**config.mk**
```make
export PLATFORM = sky130hd
export DESIGN_NAME = count_capture_buffer
export DESIGN_NICKNAME = d
export VERILOG_FILES = /design/src/rtl/count_capture_buffer_pkg.sv /design/src/rtl/count_capture_buffer_mem.sv /design/src/rtl/count_capture_buffer.sv
export SDC_FILE = /design/constraint.sdc
export NUM_CORES = 1
export LEC_CHECK = 0
export BUFFER_PORTS_ARGS = -buffer_cell sky130_fd_sc_hd__clkbuf_2
export CAP_MARGIN = 0
export CORE_MARGIN = 4
export CORE_UTILIZATION = 45
export CTS_BUF_LIST = sky130_fd_sc_hd__clkbuf_8
export DETAILED_ROUTE_END_ITERATION = 12
export RECOVER_POWER = 25
export SLEW_MARGIN = 20
export SYNTH_ARGS = -nofsm -noshare
export SYNTH_HDL_FRONTEND = slang
export SYNTH_SLANG_ARGS = --single-unit
export TNS_END_PERCENT = 20
```
**constraint.sdc**
```tcl
create_clock -name clk -period 3.82 [get_ports clk]
set_input_delay 0 -clock clk [delete_from_list [all_inputs] [get_ports clk]]
set_output_delay 0 -clock clk [all_outputs]
set_load 0.01 [all_outputs]
```
**src/rtl/count_capture_buffer_pkg.sv**
```systemverilog
// count_capture_buffer_pkg
// Shared definitions for the count capture buffer: FSM state encoding,
// default geometry and the counter value that marks a wrap.
package count_capture_buffer_pkg;

  localparam int DATA_W_DEF = 8;
  localparam int DEPTH_DEF  = 16;
  localparam int ADDR_W_DEF = 4;

  // Encoding is visible on the state output, so values are fixed.
  typedef enum logic [1:0] {
    ST_IDLE  = 2'd0,
    ST_ARMED = 2'd1,
    ST_POST  = 2'd2,
    ST_DONE  = 2'd3
  } state_e;

  // Last value of the free-running counter before it rolls over.
  localparam logic [DATA_W_DEF-1:0] WRAP_VALUE = '1;

endpackage

```
**src/rtl/count_capture_buffer_mem.sv**
```systemverilog
// capture_mem
// DEPTH x DATA_W register array with one write port and one registered
// read port. Contents are not reset; the owner tracks which entries are valid.
// Ports:
//   clk      clock
//   we_i     write enable
//   waddr_i  write address
//   wdata_i  write data
//   re_i     read enable; rdata_o updates on the next edge
//   raddr_i  read address
//   rdata_o  registered read data (held while re_i is low)
module capture_mem #(
  parameter int DATA_W = 8,
  parameter int DEPTH  = 16,
  parameter int ADDR_W = 4
) (
  input  logic              clk,
  input  logic              we_i,
  input  logic [ADDR_W-1:0] waddr_i,
  input  logic [DATA_W-1:0] wdata_i,
  input  logic              re_i,
  input  logic [ADDR_W-1:0] raddr_i,
  output logic [DATA_W-1:0] rdata_o
);

  logic [DATA_W-1:0] mem_q [DEPTH];
  logic [DATA_W-1:0] rdata_q;

  always_ff @(posedge clk) begin
    if (we_i) begin
      mem_q[waddr_i] <= wdata_i;
    end
    if (re_i) begin
      rdata_q <= mem_q[raddr_i];
    end
  end

  assign rdata_o = rdata_q;

endmodule

```
**src/rtl/count_capture_buffer.sv**
```systemverilog
// count_capture_buffer
// Captures a trigger-centred window of counter samples into a circular
// buffer, and counts counter wraps (samples equal to all-ones).
// Ports:
//   clk, rst           clock, synchronous active-high reset
//   in_valid, in_data  sample stream
//   arm                start / restart a capture (any state)
//   trig_value         value that triggers the capture
//   state, done        FSM state (0..3) and DONE flag
//   fill_cnt           entries written since arm, saturates at DEPTH
//   rd_en, rd_addr     read request, logical index (0 = oldest)
//   rd_data, rd_valid  read result, one cycle after rd_en
//   wrap_pulse         one-cycle pulse per all-ones sample
//   wrap_cnt           saturating count of all-ones samples
//
// Read handshake: rd_valid is asserted exactly one cycle after each cycle
// rd_en is high; there is no back-pressure, and rd_data is qualified only
// while rd_valid is high (it reads 0 otherwise).
module count_capture_buffer
  import count_capture_buffer_pkg::*;
#(
  parameter int DATA_W    = DATA_W_DEF,
  parameter int DEPTH     = DEPTH_DEF,
  parameter int ADDR_W    = ADDR_W_DEF,
  parameter int POST_TRIG = 8
) (
  input  logic              clk,
  input  logic              rst,
  input  logic              in_valid,
  input  logic [DATA_W-1:0] in_data,
  input  logic              arm,
  input  logic [DATA_W-1:0] trig_value,
  output logic [1:0]        state,
  output logic              done,
  output logic [ADDR_W:0]   fill_cnt,
  input  logic              rd_en,
  input  logic [ADDR_W-1:0] rd_addr,
  output logic [DATA_W-1:0] rd_data,
  output logic              rd_valid,
  output logic              wrap_pulse,
  output logic [15:0]       wrap_cnt
);

  localparam logic [ADDR_W:0]   FILL_MAX  = (ADDR_W+1)'(DEPTH);
  localparam logic [ADDR_W-1:0] POST_LOAD = ADDR_W'(POST_TRIG);
  localparam logic [DATA_W-1:0] WRAP_HIT  = '1;

  state_e            state_q, state_d;
  logic [ADDR_W-1:0] wr_ptr_q, wr_ptr_d;
  logic [ADDR_W-1:0] start_ptr_q, start_ptr_d;
  logic [ADDR_W:0]   fill_cnt_q, fill_cnt_d;
  logic [ADDR_W-1:0] post_cnt_q, post_cnt_d;
  logic              mem_we;
  logic              rd_hit, rd_hit_q;
  logic              rd_valid_q;
  logic [ADDR_W-1:0] rd_phys;
  logic [DATA_W-1:0] mem_rdata;
  logic              wrap_hit;
  logic              wrap_pulse_q;
  logic [15:0]       wrap_cnt_q;

  // ---------------------------------------------------------------------
  // Capture FSM next-state
  // ---------------------------------------------------------------------
  always_comb begin
    state_d     = state_q;
    wr_ptr_d    = wr_ptr_q;
    start_ptr_d = start_ptr_q;
    fill_cnt_d  = fill_cnt_q;
    post_cnt_d  = post_cnt_q;
    mem_we      = 1'b0;

    if (arm) begin
      // Restart from any state; the sample in this cycle is dropped.
      state_d    = ST_ARMED;
      wr_ptr_d   = '0;
      fill_cnt_d = '0;
      post_cnt_d = '0;
    end else begin
      case (state_q)
        ST_ARMED: begin
          if (in_valid) begin
            mem_we     = 1'b1;
            wr_ptr_d   = wr_ptr_q + 1'b1;
            fill_cnt_d = (fill_cnt_q == FILL_MAX) ? fill_cnt_q : fill_cnt_q + 1'b1;
            if (in_data == trig_value) begin
              if (POST_TRIG == 0) begin
                state_d = ST_DONE;
              end else begin
                post_cnt_d = POST_LOAD;
                state_d    = ST_POST;
              end
            end
          end
        end
        ST_POST: begin
          if (in_valid) begin
            mem_we     = 1'b1;
            wr_ptr_d   = wr_ptr_q + 1'b1;
            fill_cnt_d = (fill_cnt_q == FILL_MAX) ? fill_cnt_q : fill_cnt_q + 1'b1;
            post_cnt_d = post_cnt_q - 1'b1;
            if (post_cnt_q == ADDR_W'(1)) begin
              state_d = ST_DONE;
            end
          end
        end
        default: ;
      endcase
    end

    // On entry to DONE the oldest entry is at wr_ptr once the buffer has
    // wrapped, otherwise at slot 0.
    if (state_d == ST_DONE && state_q != ST_DONE) begin
      start_ptr_d = (fill_cnt_d == FILL_MAX) ? wr_ptr_d : '0;
    end
  end

  always_ff @(posedge clk) begin
    if (rst) begin
      state_q     <= ST_IDLE;
      wr_ptr_q    <= '0;
      start_ptr_q <= '0;
      fill_cnt_q  <= '0;
      post_cnt_q  <= '0;
    end else begin
      state_q     <= state_d;
      wr_ptr_q    <= wr_ptr_d;
      start_ptr_q <= start_ptr_d;
      fill_cnt_q  <= fill_cnt_d;
      post_cnt_q  <= post_cnt_d;
    end
  end

  // ---------------------------------------------------------------------
  // Read port: logical index rotated by start_ptr into the circular buffer
  // ---------------------------------------------------------------------
  assign rd_phys = start_ptr_q + rd_addr;
  assign rd_hit  = (state_q == ST_DONE) && ({1'b0, rd_addr} < fill_cnt_q);

  always_ff @(posedge clk) begin
    if (rst) begin
      rd_valid_q <= 1'b0;
      rd_hit_q   <= 1'b0;
    end else begin
      rd_valid_q <= rd_en;
      rd_hit_q   <= rd_en && rd_hit;
    end
  end

  capture_mem #(
    .DATA_W (DATA_W),
    .DEPTH  (DEPTH),
    .ADDR_W (ADDR_W)
  ) u_mem (
    .clk     (clk),
    .we_i    (mem_we),
    .waddr_i (wr_ptr_q),
    .wdata_i (in_data),
    .re_i    (rd_en),
    .raddr_i (rd_phys),
    .rdata_o (mem_rdata)
  );

  // Misses and idle cycles read as zero; memory output is never exposed raw.
  assign rd_data  = rd_hit_q ? mem_rdata : '0;
  assign rd_valid = rd_valid_q;

  // ---------------------------------------------------------------------
  // Wrap detection, independent of the capture FSM
  // ---------------------------------------------------------------------
  assign wrap_hit = in_valid && (in_data == WRAP_HIT);

  always_ff @(posedge clk) begin
    if (rst) begin
      wrap_pulse_q <= 1'b0;
      wrap_cnt_q   <= '0;
    end else begin
      wrap_pulse_q <= wrap_hit;
      if (wrap_hit && (wrap_cnt_q != 16'hFFFF)) begin
        wrap_cnt_q <= wrap_cnt_q + 16'd1;
      end
    end
  end

  assign wrap_pulse = wrap_pulse_q;
  assign wrap_cnt   = wrap_cnt_q;
  assign state      = state_q;
  assign done       = (state_q == ST_DONE);
  assign fill_cnt   = fill_cnt_q;

endmodule

```
Word-level counts from Yosys, hierarchy flattened. Memory sizes are Yosys's and may differ from the RTL's. A register that Yosys moved wholly into a read port is not among the register bits. Index checks and enable logic that the tools add are counted.

Memories: 1. ROM bits: 0. Latch bits: 0. Bits in writable memories: 128. Logic and storage cells: 63. Output and inout bits: 34. Input bits: 25. Register bits after elaboration: 38.

$add $sub $neg: 5. Mux-type cells: 24. Eq/ne operators: 14. Reductions and logical operators: 9. Order comparisons: 1. Bitwise logic cells: 0. $mul: 0. Shift-type cells: 0. Divide/modulo/power cells: 0.

Memories: u_mem.mem_q (depth 16, bits a word 8, read ports 1, clocked after memory_dff 1, write ports 1, line count_capture_buffer_mem.sv:26) `logic [DATA_W-1:0] mem_q [DEPTH];`.

Operators by type and width (number): $mux W4 (7); $mux W5 (4); $add A16 B1 Y16 const B (1); $ne A16 B16 Y1 const B (1); $eq A5 B5 Y1 const B (2); $mux W2 (5); $eq A8 B8 Y1 (1); $eq A8 B8 Y1 const B (1); $mux W8 (1); $ne A2 B2 Y1 const B (4); $pmux W4 S2 (1); $eq A2 B2 Y1 const B (3); $add A5 B1 Y5 const B (1); $logic_and A1 B1 Y1 (5); $lt A4 B5 Y1 (1); $mux W1 (5); $add A4 B1 Y4 const B (1); $add A4 B4 Y4 (1); $eq A4 B1 Y1 const B (1); $pmux W2 S2 (1); $reduce_and A4 Y1 (1); $reduce_or A2 Y1 (2); $sub A4 B1 Y4 const B (1); $eq A2 B1 Y1 const B (1); $reduce_bool A2 Y1 (1).

Depth between registers and ports, before layout.
Depth after elaboration: 7. Gate-level depth with buffers: 9. Mapped depth without buffers: 8.

Hierarchy. From an unflattened synthesis, not the netlist that was laid out.

Cells, all modules: 500. Area total of the unflattened synthesis: 7607.3 µm².

Modules (own cells, without submodules): capture_mem (area each 5227.5 µm², times used 1, cells an instance 229); count_capture_buffer (area each 2379.8 µm², times used 1, cells an instance 271).

Least setup slack after synthesis. OpenSTA, ideal clock, no wires.

Path type: register -> register. Start point: register start_ptr_q[0]. End point: register u_mem.rdata_q[5] (netlist: u_mem.rdata_o[5]) (read register of u_mem.mem_q), data pin. Slack: 1.380 ns. Library setup time: 0.270 ns. Path buffers: 2. Required time: 3.550 ns. Cell stages (with the launch flop): 9. Arrival: 2.170 ns. Cells stage by stage: dfxtp_1 -> ha_1 -> inv_1 -> fa_1 -> clkbuf_1 -> buf_2 -> mux4_2 -> mux2i_1 -> a21oi_1.

Cells in the longest elaborated chain, start to end: 1.

Ends and longest elaborated chain: from (decl) (line count_capture_buffer.sv:50) `logic [ADDR_W-1:0] start_ptr_q, start_ptr_d;`; from (signal assigned) (line count_capture_buffer.sv:128) `start_ptr_q <= start_ptr_d;`; $add A4 B4 Y4 (line count_capture_buffer.sv:137) `assign rd_phys = start_ptr_q + rd_addr;`; to (decl) (line count_capture_buffer_mem.sv:27) `logic [DATA_W-1:0] rdata_q;`.

Every way passes these cells. A chain may end at the register's enable or synchronous reset.

Worst setup path after layout.
Start point: register state_q[0] (netlist: state[0]). End point: memory u_mem.mem_q[9][0] (enable).

Cells in the longest elaborated chain, start to end: 6.

Ends and longest elaborated chain: from (decl) (line count_capture_buffer.sv:48) `state_e state_q, state_d;`; from (signal assigned) (line count_capture_buffer.sv:126) `state_q <= state_d;`; $eq A2 B2 Y1 / $eq A2 B1 Y1 (equally long branches) (line count_capture_buffer.sv:80) `case (state_q)`; $reduce_or A2 Y1 (no line) (*); $mux W1 (*); $mux W1 (*) (line count_capture_buffer.sv:73) `if (arm) begin`; $mux W1 (*) (line count_capture_buffer_mem.sv:30) `if (we_i) begin`; $mux W1 (implied by the code) (*) (line count_capture_buffer_mem.sv:31) `mem_q[waddr_i] <= wdata_i;`; to (decl) (line count_capture_buffer_mem.sv:26).

Every way passes the cells marked *; elsewhere a longest branch is shown, timed or not.

==> impl_metrics.py <==
metrics = {
    "floorplanning": {
        "die_area_um2": 18900,
        "core-area_um2": 16500,
        "die_y_um": 137,
        "initial_core_util": 0.457,
        "ios": 59,
        "rows": 47,
        "dieWidth_um": 137,
    },
    "critical_path": {
        "end_kind": "flip-flop",
        "worstPathRequired_ns": 3.90,
        "critPathKind": "reg2reg",
        "crit_family": "simple AND/OR/NAND/NOR gates",
        "worstPathCellList": "inv_1 -> ha_1 -> and2b_1 -> nand2_1 -> nor2_1",
        "cpPeakStageDelay_ns": 0.75,
        "critPathBufInv": 1,
        "critPathLaunchType": "flip-flop",
        "crit_slowest_cell": "nor2_1",
        "cp_data_arrival_time_ns": 2.87,
        "path_max_fanout": 14,
    },
    "logic_synthesis": {
        "synth_area_leaders": "edfxtp_1 (54%), dfxtp_1 (10%), mux4_2 (9.6%)",
        "synthFlopType": "edfxtp_1",
        "avgSynthCellArea_um2": 15.0,
        "synth_largest_area_cell": "edfxtp_1",
        "yosysSeqAreaShare": 0.644,
        "synth.top_cell.area_share": 0.543,
        "yosysUniqueCellTypes": 54,
        "synth_area_um2": 7530,
        "synth-edff-count": 136,
        "syn_inst": 501,
        "syn_nets": 546,
        "yosys_warnings": 0,
        "postSynth.asyncResetShare": 0,
        "ys_ff_latch": 174,
    },
    "final_layout": {
        "mostFrequentLayoutCell": "edfxtp_1",
        "diodes": 0,
        "syn_to_final_growth_pct": 13.2,
        "fin_nets": 616,
        "mostFrequentLayoutCells": "edfxtp_1 (136), clkbuf_2 (52), nor2_1 (47), dfxtp_1 (38), mux4_2 (32)",
        "drive_above_1_share": 0.232,
    },
    "pwr": {
        "powerDensity_nw_per_um2": 421,
        "p_leak_nw": 2.89,
        "peakVddDrop_mv": 0.223,
    },
    "outcome": {
        "status": "finished clean",
    },
    "grt": {
        "antenna_found_initial": 0,
        "grt_usage": 0.177,
        "overflow": 0,
        "grt_pass1_vias": 4391,
        "grt_pass1_wl_um": 24500,
        "grt_max_degree": 27,
    },
    "place": {
        "dp_hpwl_um": 10300,
        "pre_cts_slack_ns": 1.05,
        "gp_congestion": 0.781,
        "port_buffers": 58,
    },
    "clock_tree": {
        "cts_root_buffer": "clkbuf_8",
        "clkLatencyLatePin_ns": 0.46,
        "cts_sinks": 174,
        "numCtsBuffers": 17,
        "cts_buffer_depth": 2,
        "cts-resized-gates": 0,
        "htreeDepth": 4,
        "cts_tree": "done",
        "post-cts-setup-buffers": 0,
        "clkSlewWorstSetupHoldPaths_ns": 0.09,
        "cts_hold_buf": 2,
    },
    "timing": {
        "worstMarginPinSlew_ns": 0.981,
        "period_share": 0.729,
        "slew_headroom": 0.346,
        "period_minus_slack_ns": 2.79,
        "skew_ns": 0.0119,
        "setup_tns_ns": 0,
        "final.setup.worst_slack_ns": 1.03,
        "rsz0062_at_grt": "no",
        "max_freq_ghz": 0.359,
        "setup_viol": 0,
        "finalHoldViolCount": 0,
        "slew_violations": 0,
    },
    "drt": {
        "drc_errors": 0,
        "vias": 4286,
        "first_pass_iters": 4,
        "first_iter_violations": 260,
        "wl_um": 15400,
        "wl_per_cell_um": 19.1,
        "final_antenna_net_count": 0,
        "avgViaCountPerCell": 5.34,
    },
    "min_path": {
        "hp-class": "in2reg",
    },
    "flow_run": {
        "drv_cap": 0,
    },
}
## cells by family after synthesis
group | count (synthesis) | synth area share
compound gates | 50 | 0.0502
xor+xnor | 32 | 0.0372
fa+ha+maj | 20 | 0.0342
buf+inv | 36 | 0.0214
flops | 174 | 0.644
mux | 45 | 0.113
simple gates | 144 | 0.100
## layer usage
metal | wire length, µm | share of wire | GRT usage
met1 | 6880 | 0.45 | 0.241
met2 | 7420 | 0.48 | 0.280
met3 | 936 | 0.061 | 0.0526
met4 | 138 | 0.0090 | 0.0449
met5 | 0 | 0 | 0
## stage by stage
step	hold WS (ns)	power (mW)	util	cell area (µm²)	cells
final	0.0528	3.59	0.517	8520	803
after global routing	0.0672	3.72	0.517	8520	803
after CTS	0.00392	3.62	0.518	8530	803
after detailed placement	0.394	2.29	0.492	8100	770
after global placement	0.393	2.29	0.492	8100	770
after floorplan	0.0831	2.21	-	7530	501
## registers in the layout (all words and copies together), names as in the netlist, 2 cells and up
register       count
fill_cnt           5
start_ptr_q        4
wrap_cnt          16
wr_ptr_q           4
state              2
u_mem.mem_q      128
post_cnt_q         4
u_mem.rdata_o      8
## report_power, final
| part | switching, mW | internal (mW) |
|---|---|---|
| clock network | 0.644 | 0.698 |
| logic | 0.112 | 0.0784 |
| registers | 0.00590 | 2.05 |
| total | 0.762 | 2.83 |
## path summary, 6_finish.rpt
| check | startpoint | to | slack (ns) | depth (start not counted) |
|---|---|---|---|---|
| min | arm | state[1] | 0.05 | 4 |
| max | state[0] | u_mem.mem_q[9][0] | 1.03 | 5 |
| max reg2reg | state[0] | u_mem.mem_q[9][0] | 1.03 | 5 |
| min reg2reg | post_cnt_q[1] | post_cnt_q[1] | 0.48 | 2 |
## worst register-to-register path: stages (launching register included)
cell and delay (ns):
dfxtp_1 0.45, inv_1 0.10, ha_1 0.38, and2b_1 0.52, nand2_1 0.21, nor2_1 0.75
## layout make-up
class,instances,area [µm²]
fillers,1434,7950
flip-flops and latches,174,4840
multi-input cells,291,2530
repair buffers,71,398
well taps,220,275
clock buffers,17,234
clock inverters,14,175
inverters,16,60.1
## synthesized netlist by cell type, types with 6 or more instances
cell	number
edfxtp_1	136
nor2_1	47
dfxtp_1	38
mux4_2	32
nand2_1	25
ha_1	19
a21oi_1	17
inv_1	16
xnor2_1	16
xor2_1	16
mux2i_1	13
nor2b_1	11
a211oi_1	10
nand4_1	10
buf_2	9
and2_1	8
clkbuf_1	8
nand2b_1	7
nand3_1	6
No activity file was read; power rests on OpenSTA's default activity.
